===== config.mk =====
export PLATFORM = sky130hd
export DESIGN_NAME = serial_word_loader_flat
export DESIGN_NICKNAME = d
export VERILOG_FILES = /design/src/rtl/serial_word_loader_pkg.sv /design/src/rtl/serial_word_loader_if.sv /design/src/rtl/serial_word_loader_timeout.sv /design/src/rtl/serial_word_loader.sv /design/src/flat_wrapper.sv
export SDC_FILE = /design/constraint.sdc
export NUM_CORES = 1
export LEC_CHECK = 0
export ABC_AREA = 0
export CAP_MARGIN = 30
export CORE_ASPECT_RATIO = 1.1
export CORE_MARGIN = 8
export CORE_UTILIZATION = 45
export CTS_CLUSTER_DIAMETER = 50
export CTS_CLUSTER_SIZE = 30
export DETAILED_ROUTE_END_ITERATION = 10
export MAX_ROUTING_LAYER = met4
export PLACE_DENSITY = 0.71
export SETUP_SLACK_MARGIN = 0.2
export SYNTH_ARGS = -nofsm -noshare
export SYNTH_HDL_FRONTEND = slang
export SYNTH_SLANG_ARGS = --single-unit

===== constraint.sdc =====
create_clock -name clk -period 3.48 [get_ports clk]
set_input_delay 0.348 -clock clk [delete_from_list [all_inputs] [get_ports clk]]
set_output_delay 0.348 -clock clk [all_outputs]
set_load 0.03 [all_outputs]

===== src/rtl/serial_word_loader_pkg.sv =====
// Shared definitions for the serial word loader: FSM state encodings and
// default frame geometry used by the loader and its timeout counter.
package serial_word_loader_pkg;

    typedef enum logic [1:0] {
        ST_IDLE   = 2'd0,
        ST_SHIFT  = 2'd1,
        ST_PARITY = 2'd2,
        ST_LOAD   = 2'd3
    } state_t;

    localparam int DEFAULT_WIDTH     = 4;
    localparam int DEFAULT_PARITY_EN = 1;
    localparam int DEFAULT_TIMEOUT   = 15;

endpackage


===== src/rtl/serial_word_loader_if.sv =====
// Serial input stream plus the parallel-load outputs of the word loader.
// master drives the stream and observes results; slave is the loader itself.
interface serial_word_loader_if import serial_word_loader_pkg::*; #(
    parameter int WIDTH = DEFAULT_WIDTH
) ();

    logic             sin_valid;
    logic             sin_data;
    logic             sin_start;
    logic             load;
    logic [WIDTH-1:0] d;
    logic             busy;
    logic             frame_err;

    modport master (
        output sin_valid, sin_data, sin_start,
        input  load, d, busy, frame_err
    );

    modport slave (
        input  sin_valid, sin_data, sin_start,
        output load, d, busy, frame_err
    );

endinterface


===== src/rtl/serial_word_loader_timeout.sv =====
// Saturating idle counter shared by serial front-ends. expired flags the idle
// cycle whose closing edge brings the count up to TIMEOUT.
module frame_timeout_counter import serial_word_loader_pkg::*; #(
    parameter int TIMEOUT = DEFAULT_TIMEOUT
) (
    input  logic clk,
    input  logic reset,
    input  logic enable,
    input  logic clear,
    output logic expired
);

    localparam int            CW    = $clog2(TIMEOUT + 1);
    localparam logic [CW-1:0] LIMIT = CW'(TIMEOUT);

    logic [CW-1:0] count;

    always_ff @(posedge clk or negedge reset) begin
        if (!reset) begin
            count <= '0;
        end else if (clear) begin
            count <= '0;
        end else if (enable && (count != LIMIT)) begin
            count <= count + CW'(1);
        end
    end

    // Announcing one cycle early lets the FSM leave the frame on the same edge
    // that the count reaches TIMEOUT.
    assign expired = enable && !clear && (count >= (LIMIT - CW'(1)));

endmodule


===== src/rtl/serial_word_loader.sv =====
// Collects an MSB-first serial frame, checks optional even parity and hands a
// good word to a parallel-load register with a single-cycle load pulse.
module serial_word_loader import serial_word_loader_pkg::*; #(
    parameter int WIDTH     = DEFAULT_WIDTH,
    parameter int PARITY_EN = DEFAULT_PARITY_EN,
    parameter int TIMEOUT   = DEFAULT_TIMEOUT
) (
    input logic                  clk,
    input logic                  reset,
    serial_word_loader_if.slave  bus
);

    localparam int               CNT_W    = $clog2(WIDTH + 1);
    localparam logic [CNT_W-1:0] CNT_FULL = CNT_W'(WIDTH);

    state_t           state;
    state_t           state_next;
    logic [WIDTH-1:0] shift_reg;
    logic [WIDTH-1:0] shift_next;
    logic [WIDTH-1:0] d_reg;
    logic [CNT_W-1:0] cnt;
    logic [CNT_W-1:0] cnt_next;
    logic             err_reg;
    logic             err_next;
    logic             in_frame;
    logic             expired;

    function automatic state_t after_data(input logic [CNT_W-1:0] n);
        if (n == CNT_FULL) begin
            return (PARITY_EN != 0) ? ST_PARITY : ST_LOAD;
        end
        return ST_SHIFT;
    endfunction

    assign in_frame = (state == ST_SHIFT) || (state == ST_PARITY);

    frame_timeout_counter #(
        .TIMEOUT (TIMEOUT)
    ) u_timeout (
        .clk     (clk),
        .reset   (reset),
        .enable  (in_frame && !bus.sin_valid),
        .clear   (bus.sin_valid || !in_frame),
        .expired (expired)
    );

    always_ff @(posedge clk or negedge reset) begin
        if (!reset) begin
            state     <= ST_IDLE;
            shift_reg <= '0;
            cnt       <= '0;
            err_reg   <= 1'b0;
            d_reg     <= '0;
        end else begin
            state     <= state_next;
            shift_reg <= shift_next;
            cnt       <= cnt_next;
            err_reg   <= err_next;
            if (state_next == ST_LOAD) begin
                d_reg <= shift_next;
            end
        end
    end

    // A start bit always opens a fresh frame, even when it cuts one short.
    always_comb begin
        state_next = state;
        shift_next = shift_reg;
        cnt_next   = cnt;
        err_next   = 1'b0;

        case (state)
            ST_IDLE: begin
                if (bus.sin_valid && bus.sin_start) begin
                    shift_next = WIDTH'(bus.sin_data);
                    cnt_next   = CNT_W'(1);
                    state_next = after_data(CNT_W'(1));
                end
            end
            ST_SHIFT, ST_PARITY: begin
                if (bus.sin_valid) begin
                    if (bus.sin_start) begin
                        err_next   = 1'b1;
                        shift_next = WIDTH'(bus.sin_data);
                        cnt_next   = CNT_W'(1);
                        state_next = after_data(CNT_W'(1));
                    end else if (state == ST_SHIFT) begin
                        shift_next = WIDTH'({shift_reg, bus.sin_data});
                        cnt_next   = cnt + CNT_W'(1);
                        state_next = after_data(cnt + CNT_W'(1));
                    end else if (bus.sin_data == ^shift_reg) begin
                        state_next = ST_LOAD;
                    end else begin
                        err_next   = 1'b1;
                        state_next = ST_IDLE;
                    end
                end else if (expired) begin
                    err_next   = 1'b1;
                    state_next = ST_IDLE;
                end
            end
            ST_LOAD: begin
                state_next = ST_IDLE;
            end
            default: begin
                state_next = ST_IDLE;
            end
        endcase

        if (state_next == ST_IDLE) begin
            cnt_next = '0;
        end
    end

    assign bus.load      = (state == ST_LOAD);
    assign bus.d         = d_reg;
    assign bus.busy      = (state != ST_IDLE);
    assign bus.frame_err = err_reg;

endmodule


===== src/flat_wrapper.sv =====
// flat-port wrapper written by rule: the top's interface ports become plain ports
module serial_word_loader_flat import serial_word_loader_pkg::*;
#(
    parameter int WIDTH     = DEFAULT_WIDTH,
    parameter int PARITY_EN = DEFAULT_PARITY_EN,
    parameter int TIMEOUT   = DEFAULT_TIMEOUT
)
  (clk, reset, bus_sin_valid, bus_sin_data, bus_sin_start, bus_load, bus_d, bus_busy, bus_frame_err);
  serial_word_loader_if #(.WIDTH(WIDTH)) bus_i ();
  input logic clk;
  input logic reset;
  input wire logic [$bits(bus_i.sin_valid)-1:0] bus_sin_valid;
  input wire logic [$bits(bus_i.sin_data)-1:0] bus_sin_data;
  input wire logic [$bits(bus_i.sin_start)-1:0] bus_sin_start;
  output wire logic [$bits(bus_i.load)-1:0] bus_load;
  output wire logic [$bits(bus_i.d)-1:0] bus_d;
  output wire logic [$bits(bus_i.busy)-1:0] bus_busy;
  output wire logic [$bits(bus_i.frame_err)-1:0] bus_frame_err;
  assign bus_i.sin_valid = bus_sin_valid;
  assign bus_i.sin_data = bus_sin_data;
  assign bus_i.sin_start = bus_sin_start;
  assign bus_load = bus_i.load;
  assign bus_d = bus_i.d;
  assign bus_busy = bus_i.busy;
  assign bus_frame_err = bus_i.frame_err;
  serial_word_loader #(.WIDTH(WIDTH), .PARITY_EN(PARITY_EN), .TIMEOUT(TIMEOUT)) u_core (.clk(clk), .reset(reset), .bus(bus_i));
endmodule

-- Word-level counts from Yosys, hierarchy flattened
Index checks and enable logic that the tools add are counted.
- flip-flop bits (word level): 18
- logic and storage cells: 70
- multiplexer cells: 33
- equal/unequal tests: 10
- add/subtract/negate cells: 2
- order comparisons: 1
- reduce and logical (&&, ||, !) cells: 18
- operators by type and width (kind ; count):
    4-bit two-way mux ; 6
    2-bit two-way mux ; 8
    3-bit two-way mux ; 5
    1-bit two-way mux ; 11
    4-bit one-hot mux with 2 select lines ; 1
    2-bit == test (second input constant) ; 3
    2-bit one-hot mux with 3 select lines ; 1
    3-bit one-hot mux with 2 select lines ; 1
    1-bit logical AND ; 5
    4-bit by 1-bit adder with 4-bit output (second input constant) ; 1
    4-bit greater-or-equal comparator (second input constant) ; 1
    2-bit zero test ; 2
    4-bit by 2-bit inequality test with 1-bit output (second input constant) ; 1
    4-bit inequality test (second input constant) ; 1
    4-bit AND reduction ; 1
    2-bit nonzero test ; 2
    4-bit XOR reduction ; 1
    3-bit by 1-bit adder with 3-bit output (second input constant) ; 1
    3-bit == test (second input constant) ; 1
    1-bit zero test ; 3
    3-bit by 1-bit inequality test with 1-bit output (second input constant) ; 1
    3-bit by 2-bit inequality test with 1-bit output (second input constant) ; 1
    3-bit nonzero test ; 1
    2-bit by 1-bit == test with 1-bit output (second input constant) ; 1
    3 further kinds ; 4

-- Logic depth before layout (Yosys ltp)
- word-level depth: 15
- gate-level depth with buffers: 8

-- Cells and area by module
From an unflattened synthesis, not the netlist that was laid out.
- cell total of the unflattened synthesis: 108
- area total of the unflattened synthesis: 1138.6 sq um
- by module, submodules not included (module ; area each (sq um) ; times used ; sequential area each (sq um) ; cells an instance):
    serial_word_loader ; 899.6 ; 1 ; 350.3 ; 83
    frame_timeout_counter ; 239.0 ; 1 ; 100.1 ; 25

-- Worst setup path before layout
No wires, ideal clock.
- path kind: reg2reg
- from: register u_core.state[0]
- to: register u_core.d_reg[0] (netlist: u_core.bus.d[0])
- path buffers: 0
- path slack: 1.077 ns
- required time: 3.352 ns
- stages on the path, launching flop included: 8
- arrival: 2.276 ns
- cell sequence: dfrtp_1 inv_1 ha_1 nand2b_2 nor3_1 o41a_2 nor4_4 mux2_1
- longest elaborated chain between the ends: 11
- elaborated cells on any way between the ends: 23
- those cells by class: 4 x eq/ne; 10 x mux; 9 x reduce/logical
- ends and longest elaborated chain (element ; RTL line ; text):
    start, declared ; serial_word_loader.sv:16 ; state_t state;
    start signal, assigned ; serial_word_loader.sv:55 ; state <= state_next;
    2-bit by 1-bit == test with 1-bit output / 2-bit == test (equally long branches) ; serial_word_loader.sv:35, serial_word_loader.sv:72, serial_word_loader.sv:87 ;
    1-bit logical OR ; serial_word_loader.sv:35 ; assign in_frame = (state == ST_SHIFT) || (state == ST_PARITY);
    1-bit zero test ; serial_word_loader.sv:43 ; .clear (bus.sin_valid || !in_frame),
    1-bit logical OR ; serial_word_loader.sv:43 ;
    1-bit zero test ; serial_word_loader_timeout.sv:30 ; assign expired = enable && !clear && (count >= (LIMIT - CW'(1)));
    1-bit logical AND (2 in a row) ; serial_word_loader_timeout.sv:30 ;
    2-bit two-way mux ; serial_word_loader.sv:97 ; end else if (expired) begin
    2-bit two-way mux ; serial_word_loader.sv:81 ; if (bus.sin_valid) begin
    2-bit one-hot mux with 3 select lines ; serial_word_loader.sv:72 ; case (state)
    2-bit == test ; serial_word_loader.sv:59 ; if (state_next == ST_LOAD) begin
    end signal, assigned ; serial_word_loader.sv:60 ; d_reg <= shift_next;
    end, declared ; serial_word_loader.sv:20 ; logic [WIDTH-1:0] d_reg;
Parallel ways exist; a longest one is shown, timed or not.
A chain may end at the register's enable or synchronous reset.

-- Final worst setup path
Ends and elaborated chain as after synthesis.

==> run summary <==
Setup_tns: 0 ns
Clk_lat worst skew: 0.29 ns
# nets final: 132
Multi-input logic area: 601 µm²
Final Skew: 0.00683 ns
Area leader, netlist: dfrtp_1
Tmin final: 2.61 ns
Final worst slack: 0.875 ns
Area growth, synth to finish: 15.1%
DRT met1 WL: 977 µm
Placed Instances: 144
Reg2reg start: u_core.state[0]
Critical path fanouts, max: 7
# hold bufs at CTS: 0
Ys async rst share: 100%
Finished Layout Cells: 148
Yosys reg bits: 18
NetSw: 320 µW
GP Congestion: 0.889
Peak supply drop: 516 µV
Met3 WL: 76 µm
Die height: 67.8 µm
DP Worst Slack: 0.637 ns
Mean area per synthesized cell: 10.4 µm²
Most frequent cell after synthesis: dfrtp_1
Sequential share of power: 35.1%
Final Slew Violations: 0
Worst-path clk slew: 0.11 ns
CP Launch Type: flip-flop
IO Count: 12
Sw frac: 40.3%
Pleak: 0.553 nW
Worst-Margin Slew: 0.779 ns
Post-synth top cells: dfrtp_1, nand2_1, nor2_1
Floorplan row count: 18
DR vias: 793
Via density: 5.36
Final period util: 74.9%
Post-synth top area share: 41.1%
Required @ worst endpoint: 3.66 ns
Antenna fix cells: 0
Global route total overflow: 0
Status: finished, final reports clean
H-Tree Depth: 1
Number of global-route vias before repair: 819
Starting Density: 48.2%
Setup repair after global routing missed its margin: no
Max-Cap Viols: 0
Clock Path Buffers: 2
Comb pwr share: 48.7%
Drt first pass iters: 4
Max layer used: met4
Crit path launch: u_core.state[0]
Crit path kind: flip-flop to flip-flop
DP HPWL: 1.62 mm
DR WL/cell: 14.0 µm
Placeable Area: 0.00227 mm²
Post-synth EDFFs: 0
PD cells: 628 mW/mm²
CTS tree: built
Drc violations: 0
Syn Inst Count: 105
Yosys cell types: 35
Crit. End Element: flip-flop
Pint: 473 µW
Layout cells sized above 1: 16.1%
Fill count: 208
WP data arrival: 2.78 ns
Sequential Area: 450 µm²
Syn Nets: 118
WL met2: 980 µm
# clock sinks: 18
Post-route ant nets: 0
Syn. warnings: 0
Cell Area, Synth: 0.00110 mm²
Synth top area cells: dfrtp_1, ha_1, mux2_1
Clk root buf: clkbuf_4
Total GRT Usage: 11.1%
IO buf count: 11
Final WL: 2.07 mm
Final Hold Viols: 0
DRT iter0 DRCs: 24
Initial antenna violation count: 0
Die width: 63.1 µm
Seq/Total Area, Yosys: 41.1%
Post-CTS resize count: 0
Worst hold path class: primary input to async pin
Top FF cell, synth: dfrtp_1
Postcts setup bufs: 0
Max Freq: 384 MHz
Die area: 0.00427 mm²
Total power: 793 µW
Largest net degree at the start of global routing: 19
CTS buffer count: 3
Worst relative slew slack: 47.9%
Final Setup Violations: 0
Clock power share: 16.2%
First-pass GRT wire length: 3.66 mm
## logic make-up (layout without fill, tap and decap cells)
kind of cell	count (synthesis)	in the layout	share of synthesized area (%)
AND/OR/NAND/NOR	40	40	19.1
AO/OA/AOI/OAI	21	21	16.3
buffers and inverters	9	22	4.11
flip-flops	18	18	41.1
XOR/XNOR	4	4	5.25
multiplexers	5	5	5.02
adder cells (fa/ha/maj)	8	8	9.13
## critical path, stage by stage, from the launching register on
cell and delay (ns):
dfrtp_1 0.49, inv_1 0.08, ha_1 0.39, nand2b_2 0.14
nor3_1 0.09, o41a_2 0.54, nor4_4 0.42, mux2_1 0.36
## placed cells by master, fill, tap and decap left out, types with 2 or more instances in the layout
cell	count
dfrtp_1	18
nand2_1	12
clkdlybuf4s50_1	11
nor2_1	9
ha_1	8
inv_1	7
nor3_1	6
a21oi_1	4
mux2_1	4
o21ai_0	3
nor2b_1	3
a22o_2	3
nand3_1	3
clkbuf_4	3
xnor2_1	2
a31oi_1	2
## stage by stage
step	area, µm²	util [%]	hold WS (ns)
finish	1260	55.4	0.500
global route	1260	55.4	0.535
CTS	1260	55.4	0.508
detailed placement	1220	53.9	0.479
global placement	1220	53.9	0.471
floorplan	1100	-	0.0524
## power groups by stage
| stage | registers [mW] | clock network (mW) | logic (mW) |
|---|---|---|---|
| detailed placement | 0.282 | 0 | 0.390 |
| floorplan | 0.289 | 0 | 0.301 |
| global placement | 0.280 | 0 | 0.385 |
| finish | 0.278 | 0.128 | 0.386 |
| global route | 0.284 | 0.141 | 0.428 |
| CTS | 0.278 | 0.131 | 0.391 |
## per-layer routing
metal | vias to the layer above | track usage (%)
li1 | 395 | -
met1 | 381 | 12.7
met2 | 13 | 17.4
met3 | 4 | 2.81
met4 | 0 | 6.27
met5 | - | -
## final timing paths
path,end,slack (ns),cells after the start
max in group asynchronous,u_core.state[0],2.49,1
hold / removal,u_core.bus.d[3],0.50,1
min in group clk,u_core.bus.d[2],0.50,1
hold reg to reg,u_core.bus.d[2],0.50,1
setup reg to reg,u_core.bus.d[0],0.87,7
setup / recovery,u_core.bus.d[0],0.87,7
## cell type report
type	count	share of cell area [%]
inverters	7	2.08
clock buffers	4	2.88
flip-flops and latches	18	35.7
repair buffers	11	8.73
well taps	30	2.98
multi-input cells	78	47.6
Power figures use the tool's default switching activity.
==> RTL edit (config.mk and constraints unchanged) <==
Change the package constant `DEFAULT_TIMEOUT` from 15 to 30.
--- a/src/rtl/serial_word_loader_pkg.sv
+++ b/src/rtl/serial_word_loader_pkg.sv
@@ -13,3 +13,3 @@
     localparam int DEFAULT_PARITY_EN = 1;
-    localparam int DEFAULT_TIMEOUT   = 15;
+    localparam int DEFAULT_TIMEOUT   = 30;
 
Check against the original RTL: no difference found for any inputs over 10 cycles, from zero or initial values and one cycle with reset low; that may be too few to reach the edited logic, so the function may still have changed.
==> RTL edit against the original RTL <==
Worst setup slack improved by 0.15 ns. Final area up 6.9%. Power up 5.3%. Largest power group unchanged. Sequential cell count grew 1. Cell count grew 0.68%. Via count increased by 4.2%. Global-route usage fell by 0.15 points. Synthesized area up 8.1%. Routed wire length grew 10%.
==> RTL edit: results (changes against the original RTL) <==
* Top cells by area, synth: dfrtp_1 (40%), ha_1 (8.4%), xnor2_4 (4.6%), mux2_1 (3.8%), nor2_1 (2.9%)
* Worst slew pin tran at 0.8344 ns (+0.05514 ns)
* Int Power at 482.2 µW (+2.0%)
* Post-synth top cells: dfrtp_1 (19), nor2_1 (9), ha_1 (8)
* Final #Nets at 132 (unchanged)
* M1 WL at 1.063 mm (+8.8%)
* ANT cells at 0 (unchanged)
* End of the worst hold path: u_core.bus.d[2]$_DFFE_PN0N_
* Post-CTS sizing at 0 (unchanged)
* Met2 global-route usage at 16.04% (-1.4 points)
* Critical Path AT at 2.62 ns (-0.16 ns)
* Post-synth net total at 117 (-0.85%)
* Overall Global Routing Usage at 10.91% (-0.15 points)
* Leakage at 0.5624 nW (+1.8%)
* Top sig layer: met4
* Switching pwr at 352.0 µW (+10%)
* Largest register FFs at 5
* Crit path from: u_core.state[0]$_DFF_PN0_
* Largest net degree at the start of global routing at 20 (+1)
* Fin Clk Skew at 0.001293 ns (-0.005538 ns)
* Fin area at 1349 µm² (+6.9%)
* Worst hold margin at 0.4979 ns (-0.002432 ns)
* Setup bufs post-CTS at 0 (unchanged)
* End of the critical path: u_core.bus.d[1]$_DFFE_PN0N_
* HP Class: reg2reg
* Detail Placement HPWL at 1.790 mm (+11%)
* Final worst path period share at 70.43% (-4.4 points)
* Sequential power share at 35.0% (about the same)
* Register area share after synthesis at 40.13% (-0.97 points)
* Pre-CTS WS at 0.8409 ns (+0.2035 ns)
* Vias in the first global route at 809 (-1.2%)
* Wire length on met2 at 1.069 mm (+9.1%)
* Syn Area/Cell at 11.39 µm² (+9.1%)
* Worst hold stages at 1
* Unique masters post-synth at 39 (+11%)
* DRT iter0 DRCs at 51 (+110%)
* M3 GR Usage at 1.939% (-0.88 points)
* P_clk at 104 µW (-19%)
* Dpl cells at 145 (+0.69%)
* DR vias/cell at 5.544 (+3.5%)
* Run status: finished clean
* RePlAce Congestion at 0.9583 (+7.8%)
* Metal3 WL at 131 µm (+72%)
* VDD IR max at 0.4197 mV (-19%)
* First-pass GRT wire length at 3.953 mm (+8.1%)
* Wire per inst at 15.32 µm (+9.4%)
* # fillers at 229 (+10%)
* Initial antenna violation count at 0 (unchanged)
* Via count at 826 (+4.2%)
* Global routing met1 resource utilization at 14.61% (+1.9 points)
* CP Max Fanout at 7 (unchanged)
[RTL edit: worst max-delay path, stage by stage, from the launching register on]
cell and delay, ns:
dfrtp_1 0.48, inv_1 0.09, ha_1 0.30, inv_1 0.17
nor3_1 0.51, a41oi_4 0.08, nor4_4 0.35, mux2_1 0.36
[RTL edit: layout make-up]
cell class | instances | area share, %
tap | 31 | 2.876
inverter | 6 | 1.670
clock buffer | 4 | 1.948
sequential | 19 | 35.25
multi-input combinational | 78 | 50.09
timing repair buffer | 11 | 8.163
[RTL edit: kinds of logic (layout without fill, tap and decap cells)]
| kind of cell | Yosys count | after routing | synth area share, % |
|---|---|---|---|
| AO/OA/AOI/OAI | 26 | 26 | 18.69 |
| XOR/XNOR | 5 | 5 | 8.131 |
| adder cells (fa/ha/maj) | 8 | 8 | 8.448 |
| buffers and inverters | 7 | 21 | 2.851 |
| flip-flops | 19 | 19 | 40.13 |
| multiplexers | 5 | 5 | 4.646 |
| AND/OR/NAND/NOR | 34 | 34 | 17.11 |
